File: config.mk
export PLATFORM = sky130hd
export DESIGN_NAME = imem_boot_loader_flat
export DESIGN_NICKNAME = d
export VERILOG_FILES = /design/src/rtl/imem_loader_pkg.sv /design/src/rtl/imem_boot_loader_if.sv /design/src/rtl/byte_word_packer.sv /design/src/rtl/imem_boot_loader.sv /design/src/flat_wrapper.sv
export SDC_FILE = /design/constraint.sdc
export NUM_CORES = 1
export LEC_CHECK = 0
export ABC_AREA = 1
export CAP_MARGIN = 40
export CORE_AREA = 2 2 101 103
export DETAILED_ROUTE_END_ITERATION = 8
export DIE_AREA = 0 0 103 105
export PLACE_DENSITY_LB_ADDON = 0.2
export REMOVE_ABC_BUFFERS = 1
export SLEW_MARGIN = 20
export SYNTH_ARGS = -nofsm -noshare
export SYNTH_HDL_FRONTEND = slang
export SYNTH_SLANG_ARGS = --single-unit
File: constraint.sdc
create_clock -name clock -period 3.5 [get_ports clock]
set_clock_uncertainty 0.05 [all_clocks]
set_input_delay 0.35 -clock clock [delete_from_list [all_inputs] [get_ports clock]]
set_output_delay 0.35 -clock clock [all_outputs]
set_load 0.03 [all_outputs]
File: src/rtl/imem_loader_pkg.sv
// rtl/imem_loader_pkg.sv - loader state encoding and byte-to-word packing constants
package imem_loader_pkg;

  typedef enum logic [2:0] {
    IDLE,
    CLEAR,
    RECV,
    WRITE,
    RUN,
    ERR
  } loader_state_t;

  localparam int BYTES_PER_WORD = 4;
  localparam int BYTE_CNT_W     = $clog2(BYTES_PER_WORD);
  localparam int WORD_W         = 8 * BYTES_PER_WORD;

endpackage

File: src/rtl/imem_boot_loader_if.sv
// rtl/imem_boot_loader_if.sv - byte stream and instruction-memory write port bundle
interface imem_boot_loader_if #(
  parameter int PC_SIZE = 10
);

  logic               byte_valid;
  logic [7:0]         byte_data;
  logic               byte_ready;
  logic               rw;
  logic [31:0]        instruction_in;
  logic [PC_SIZE-1:0] PC_write;
  logic               reset_IF_memory;

  // master is the loader; slave is the byte source plus instruction memory
  modport master (
    input  byte_valid,
    input  byte_data,
    output byte_ready,
    output rw,
    output instruction_in,
    output PC_write,
    output reset_IF_memory
  );

  modport slave (
    output byte_valid,
    output byte_data,
    input  byte_ready,
    input  rw,
    input  instruction_in,
    input  PC_write,
    input  reset_IF_memory
  );

endinterface

File: src/rtl/byte_word_packer.sv
// rtl/byte_word_packer.sv - assembles little-endian bytes into 32-bit instruction words
module byte_word_packer
  import imem_loader_pkg::*;
(
  input  logic              clock,
  input  logic              reset,
  input  logic              clear,
  input  logic              byte_accept,
  input  logic [7:0]        byte_data,
  output logic              word_valid,
  output logic [WORD_W-1:0] word
);

  logic [BYTE_CNT_W-1:0] byte_cnt;
  logic [WORD_W-1:0]     word_q;

  // word includes the byte being accepted now, so the writer can latch it on word_valid
  always_comb begin
    word = word_q;
    for (int k = 0; k < BYTES_PER_WORD; k++) begin
      if (byte_cnt == BYTE_CNT_W'(k)) begin
        word[8*k +: 8] = byte_data;
      end
    end
  end

  assign word_valid = byte_accept && (byte_cnt == BYTE_CNT_W'(BYTES_PER_WORD - 1));

  always_ff @(posedge clock or posedge reset) begin
    if (reset) begin
      byte_cnt <= '0;
      word_q   <= '0;
    end else if (clear) begin
      byte_cnt <= '0;
      word_q   <= '0;
    end else if (byte_accept) begin
      byte_cnt <= byte_cnt + BYTE_CNT_W'(1);
      word_q   <= word;
    end
  end

endmodule

File: src/rtl/imem_boot_loader.sv
// rtl/imem_boot_loader.sv - boot-time instruction memory loader holding the core in reset until loaded
// LOADER_TIMEOUT_EN adds an idle-byte timeout in RECV that aborts the load to ERR.
module imem_boot_loader
  import imem_loader_pkg::*;
#(
  parameter int PC_SIZE = 10
`ifdef LOADER_TIMEOUT_EN
  ,
  parameter int TIMEOUT_CYCLES = 1000000
`endif
) (
  input  logic                clock,
  input  logic                reset,
  input  logic                start,
  input  logic [PC_SIZE:0]    load_len,
  imem_boot_loader_if.master  bus,
  output logic                core_reset,
  output logic                busy,
  output logic                done,
  output logic                error
);

  localparam logic [PC_SIZE:0] MAX_LEN = {1'b1, {PC_SIZE{1'b0}}};
  localparam logic [PC_SIZE:0] LEN_ONE = (PC_SIZE + 1)'(1);

  loader_state_t      state;
  logic [PC_SIZE:0]   len_q;
  logic [PC_SIZE-1:0] word_idx;
  logic               byte_accept;
  logic               word_valid;
  logic               packer_clear;
  logic               last_word;
  logic               timed_out;
  logic [WORD_W-1:0]  packed_word;

  assign byte_accept  = bus.byte_valid && bus.byte_ready;
  assign packer_clear = (state == CLEAR) || (state == ERR);
  assign last_word    = ({1'b0, word_idx} == (len_q - LEN_ONE));

  byte_word_packer u_packer (
    .clock       (clock),
    .reset       (reset),
    .clear       (packer_clear),
    .byte_accept (byte_accept),
    .byte_data   (bus.byte_data),
    .word_valid  (word_valid),
    .word        (packed_word)
  );

`ifdef LOADER_TIMEOUT_EN
  localparam int TW = (TIMEOUT_CYCLES > 1) ? $clog2(TIMEOUT_CYCLES) : 1;

  logic [TW-1:0] idle_cnt;

  // held at zero outside RECV, so every entry into RECV starts a fresh count
  always_ff @(posedge clock or posedge reset) begin
    if (reset) begin
      idle_cnt <= '0;
    end else if ((state != RECV) || byte_accept) begin
      idle_cnt <= '0;
    end else begin
      idle_cnt <= idle_cnt + TW'(1);
    end
  end

  assign timed_out = (idle_cnt == TW'(TIMEOUT_CYCLES - 1)) && !byte_accept;
`else
  assign timed_out = 1'b0;
`endif

  always_ff @(posedge clock or posedge reset) begin
    if (reset) begin
      state               <= IDLE;
      len_q               <= '0;
      word_idx            <= '0;
      bus.rw              <= 1'b0;
      bus.instruction_in  <= '0;
      bus.PC_write        <= '0;
      bus.reset_IF_memory <= 1'b0;
      bus.byte_ready      <= 1'b0;
      core_reset          <= 1'b1;
      busy                <= 1'b0;
      done                <= 1'b0;
      error               <= 1'b0;
    end else begin
      bus.rw              <= 1'b0;
      bus.reset_IF_memory <= 1'b0;
      case (state)
        IDLE, RUN, ERR: begin
          if (start) begin
            len_q      <= load_len;
            word_idx   <= '0;
            core_reset <= 1'b1;
            done       <= 1'b0;
            if (load_len > MAX_LEN) begin
              state <= ERR;
              error <= 1'b1;
              busy  <= 1'b0;
            end else begin
              state               <= CLEAR;
              error               <= 1'b0;
              busy                <= 1'b1;
              bus.reset_IF_memory <= 1'b1;
            end
          end
        end
        CLEAR: begin
          if (len_q == '0) begin
            state      <= RUN;
            core_reset <= 1'b0;
            done       <= 1'b1;
            busy       <= 1'b0;
          end else begin
            state          <= RECV;
            bus.byte_ready <= 1'b1;
          end
        end
        RECV: begin
          if (word_valid) begin
            state              <= WRITE;
            bus.byte_ready     <= 1'b0;
            bus.rw             <= 1'b1;
            bus.PC_write       <= word_idx;
            bus.instruction_in <= packed_word;
          end else if (timed_out) begin
            state          <= ERR;
            bus.byte_ready <= 1'b0;
            busy           <= 1'b0;
            error          <= 1'b1;
          end
        end
        WRITE: begin
          if (last_word) begin
            state      <= RUN;
            core_reset <= 1'b0;
            done       <= 1'b1;
            busy       <= 1'b0;
          end else begin
            state          <= RECV;
            word_idx       <= word_idx + PC_SIZE'(1);
            bus.byte_ready <= 1'b1;
          end
        end
        default: begin
          state <= IDLE;
        end
      endcase
    end
  end

endmodule

File: src/flat_wrapper.sv
// flat-port wrapper written by rule: the top's interface ports become plain ports
module imem_boot_loader_flat import imem_loader_pkg::*;
#(
  parameter int PC_SIZE = 10

)
  (clock, reset, start, load_len, core_reset, busy, done, error, bus_byte_valid, bus_byte_data, bus_byte_ready, bus_rw, bus_instruction_in, bus_PC_write, bus_reset_IF_memory);
  imem_boot_loader_if #(.PC_SIZE(PC_SIZE)) bus_i ();
  input  logic clock;
  input  logic reset;
  input  logic start;
  input  logic [PC_SIZE:0] load_len;
  output logic core_reset;
  output logic busy;
  output logic done;
  output logic error;
  input wire logic [$bits(bus_i.byte_valid)-1:0] bus_byte_valid;
  input wire logic [$bits(bus_i.byte_data)-1:0] bus_byte_data;
  output wire logic [$bits(bus_i.byte_ready)-1:0] bus_byte_ready;
  output wire logic [$bits(bus_i.rw)-1:0] bus_rw;
  output wire logic [$bits(bus_i.instruction_in)-1:0] bus_instruction_in;
  output wire logic [$bits(bus_i.PC_write)-1:0] bus_PC_write;
  output wire logic [$bits(bus_i.reset_IF_memory)-1:0] bus_reset_IF_memory;
  assign bus_i.byte_valid = bus_byte_valid;
  assign bus_i.byte_data = bus_byte_data;
  assign bus_byte_ready = bus_i.byte_ready;
  assign bus_rw = bus_i.rw;
  assign bus_instruction_in = bus_i.instruction_in;
  assign bus_PC_write = bus_i.PC_write;
  assign bus_reset_IF_memory = bus_i.reset_IF_memory;
  imem_boot_loader #(.PC_SIZE(PC_SIZE)) u_core (.clock(clock), .reset(reset), .start(start), .load_len(load_len), .bus(bus_i), .core_reset(core_reset), .busy(busy), .done(done), .error(error));
endmodule
==> impl_metrics.json <==
{
  "period_share_pct": 66.7,
  "worstPathCellList": "ha_1 -> inv_1 -> nor2_1 -> nand2_1 -> inv_1 -> buf_4 -> nand2_1 -> nand2_1",
  "critPathKind": "reg -> reg",
  "synthTopCellsByCount": "246 x nand2_1, 106 x dfrtp_1, 81 x o21ai_0",
  "synthesis.area_sq_mm": 0.00521,
  "wl_mm": 11.5,
  "clk-insertion-delay-late_ps": 370,
  "drt-pass1-iter-count": 4,
  "track_usage_pct": 22.7,
  "cp_num_cells": 8,
  "rows": 36,
  "min-delay-path-class": "in -> async",
  "ys_types": 33,
  "r2r-start": "u_core.u_packer.byte_cnt[0]$_DFFE_PP0P_",
  "synth_top_family_by_area": "simple AND/OR/NAND/NOR gates",
  "grt_max_degree": 62,
  "nets": 750,
  "synth_most_common_cell": "nand2_1",
  "multi_input_area_sq_mm": 0.00219,
  "cts_num_sinks": 107,
  "post_cts_buffers": 0,
  "numCtsBuffers": 9,
  "fin_crit_ps": 2340,
  "drive_gt1_share_pct": 7.72,
  "syn_avg_cell_area_sq_um": 7.95,
  "worstReg2RegEnd": "u_core.bus.instruction_in[20]$_DFFE_PP0P_",
  "crit_family": "simple AND/OR/NAND/NOR gates",
  "gp_congestion": 0.838,
  "clkTransAtPathRegs_ps": 100,
  "p_int_uw": 2710,
  "layout.area.seq_sq_mm": 0.00268,
  "ant_nets": 0,
  "crit_fanout": 33,
  "endpoint": "u_core.bus.instruction_in[20]$_DFFE_PP0P_",
  "worst_pin_slew_ps": 761,
  "setup_violations": 0,
  "maxCapViolations": 0,
  "status": "complete, no violations",
  "synth-edff-count": 0,
  "coreArea_sq_mm": 0.00964,
  "arrival_ps": 2590,
  "finalNonFillerCells": 858,
  "grt_pass1_wl_mm": 19.5,
  "relSlewSlack_pct": 49.1,
  "synthTopCellsByArea": "dfrtp_1 51%, nand2_1 18%, o21ai_0 7.8%",
  "io-pin-count": 72,
  "cts_tree": "built",
  "die_w_um": 103,
  "startpoint": "u_core.u_packer.byte_cnt[0]$_DFFE_PP0P_",
  "hold_buffers": 0,
  "cp-end-kind": "flop",
  "drtIter0Drc": 148,
  "reg2reg_slack_ps": 1160,
  "post_cts_resized": 0,
  "port_buffers": 71,
  "synth_warnings": 0,
  "p_per_area_mw_per_mm2": 736,
  "start_util_pct": 54.1,
  "synth_area_leader_cell": "dfrtp_1",
  "p_leak_uw": 0.00295,
  "p_sw_uw": 1920,
  "netSwitchingFraction_pct": 41.5,
  "combPwrFrac_pct": 42.6,
  "n_antenna_cell": 0,
  "finalSetupTns_ps": 0,
  "area_growth_pct": 20.6,
  "synthCells": 656,
  "critPathRequiredTime_ps": 3760,
  "synthMuxAreaShare_pct": 1.30,
  "cts_buffer_depth": 2,
  "synth_ff_type": "dfrtp_1",
  "wl_per_cell_um": 13.5,
  "seqPwrFrac_pct": 39.9,
  "root_buffer": "clkbuf_8",
  "cts-htree-levels": 3,
  "max_stage_delay_ps": 500,
  "chipHeight_um": 105,
  "ir_drop_mv": 0.355,
  "yosys.area_share.simple_pct": 26.1,
  "power.total_uw": 4630,
  "slew_viol_final": 0,
  "hold_viol": 0,
  "cpMostUsedCell": "nand2_1",
  "async_flop_share_pct": 100,
  "grt_pass1_vias": 4317,
  "drc": 0,
  "vias": 4400,
  "synth-seq-area-share_pct": 51.4,
  "vias_per_cell": 5.13,
  "path_buf_inv": 3,
  "yosys.area.top_type_share_pct": 50.9,
  "synthXorXnorAreaFrac_pct": 2.52,
  "antenna_found_initial": 0,
  "dp_slack_ps": 1170,
  "overflow": 0,
  "layout_setup_ws_ps": 1160,
  "synth_compound_area_share_pct": 10.4,
  "worstRegToRegCells": 8,
  "startpoint_type": "flop",
  "clock_power_share_pct": 17.5,
  "synthAdderAreaFrac_pct": 1.44,
  "hpwl_mm": 7.78,
  "fp.dieArea_sq_mm": 0.0108,
  "grt_setup_unrepaired": "no",
  "max_freq_mhz": 428,
  "fill_cells": 847,
  "cp_slowest_cell": "ha_1",
  "dpl.cell_count": 841,
  "ys_ff_latch": 107
}
-- state kept, by name (all words and copies together), names as in the netlist, 2 cells and up --
signal and cells:
u_core.bus.PC_write 10, u_core.state 3, u_core.u_packer.word_q 32, u_core.u_packer.byte_cnt 2
u_core.word_idx 10, u_core.bus.instruction_in 32, u_core.len_q 11
-- worst min path at each step --
stage                                        from                                        end  slack, ps  depth (start not counted)
floorplan             u_core.state[2]$_DFFE_PP0P_                u_core.state[2]$_DFFE_PP0P_        440                          2
CTS                 u_core.core_reset$_DFFE_PP1P_              u_core.core_reset$_DFFE_PP1P_        420                          2
detailed placement  u_core.core_reset$_DFFE_PP1P_              u_core.core_reset$_DFFE_PP1P_        400                          2
global placement    u_core.core_reset$_DFFE_PP1P_              u_core.core_reset$_DFFE_PP1P_        400                          2
global route                                reset  u_core.bus.instruction_in[20]$_DFFE_PP0P_        270                          2
finish                                      reset  u_core.bus.instruction_in[18]$_DFFE_PP0P_        240                          2
-- cell families (layout without fill, tap and decap cells) --
kind of cell / Yosys count / in the layout
AOI/OAI and AO/OA: 100 / 100
buffers and inverters: 92 / 161
xor gates and xnor gates: 15 / 15
adders and majority gates: 6 / 6
DFF: 107 / 107
and+or+nand+nor: 330 / 330
muxes: 6 / 6
-- area by class of cell --
class | instances | area share (%)
repair buffers | 77 | 12.5
clock inverters | 5 | 1.25
clock buffers | 10 | 2.03
multi-input cells | 457 | 34.8
well taps | 133 | 2.65
inverters | 69 | 4.16
flip-flops and latches | 107 | 42.6
-- power by group through the flow --
stage	clock, uW	sequential (uW)	combinational [uW]
6_report	808	1850	1970
2_1_floorplan	0	2090	1060
5_1_grt	877	1900	2200
4_1_cts	824	1850	1960
3_5_place_dp	0	1870	1950
3_3_place_gp	0	1860	1890
-- metrics by stage --
| step | util [%] | cell area, sq um | hold slack, ps |
|---|---|---|---|
| finish | 65.2 | 6290 | 243 |
| CTS | 64.9 | 6250 | 419 |
| detailed placement | 62.7 | 6050 | 405 |
| floorplan | - | 5110 | 441 |
| global route | 65.2 | 6290 | 269 |
| global placement | 62.7 | 6040 | 404 |
-- per-layer routing --
metal / vias to the layer above / track usage, % / share of wire, %
met4: 0 / 10.7 / 3.2
met2: 109 / 37.3 / 49
met1: 2085 / 29.0 / 44
met3: 26 / 3.61 / 3.9
met5: - / 0 / 0
li1: 2180 / - / -
-- placed cells by master (no fill, tap or decap), types with 4 or more instances in the layout --
cell	count
a21oi_1	8
clkbuf_8	9
clkdlybuf4s50_1	71
dfrtp_1	106
ha_1	6
inv_1	63
inv_2	4
mux2_2	6
nand2_1	246
nand3_1	21
nor2_1	35
nor2_2	6
nor4_1	5
o21ai_0	80
o21ai_2	7
xnor2_1	4
xor2_1	11
Power figures use the tool's default switching activity.
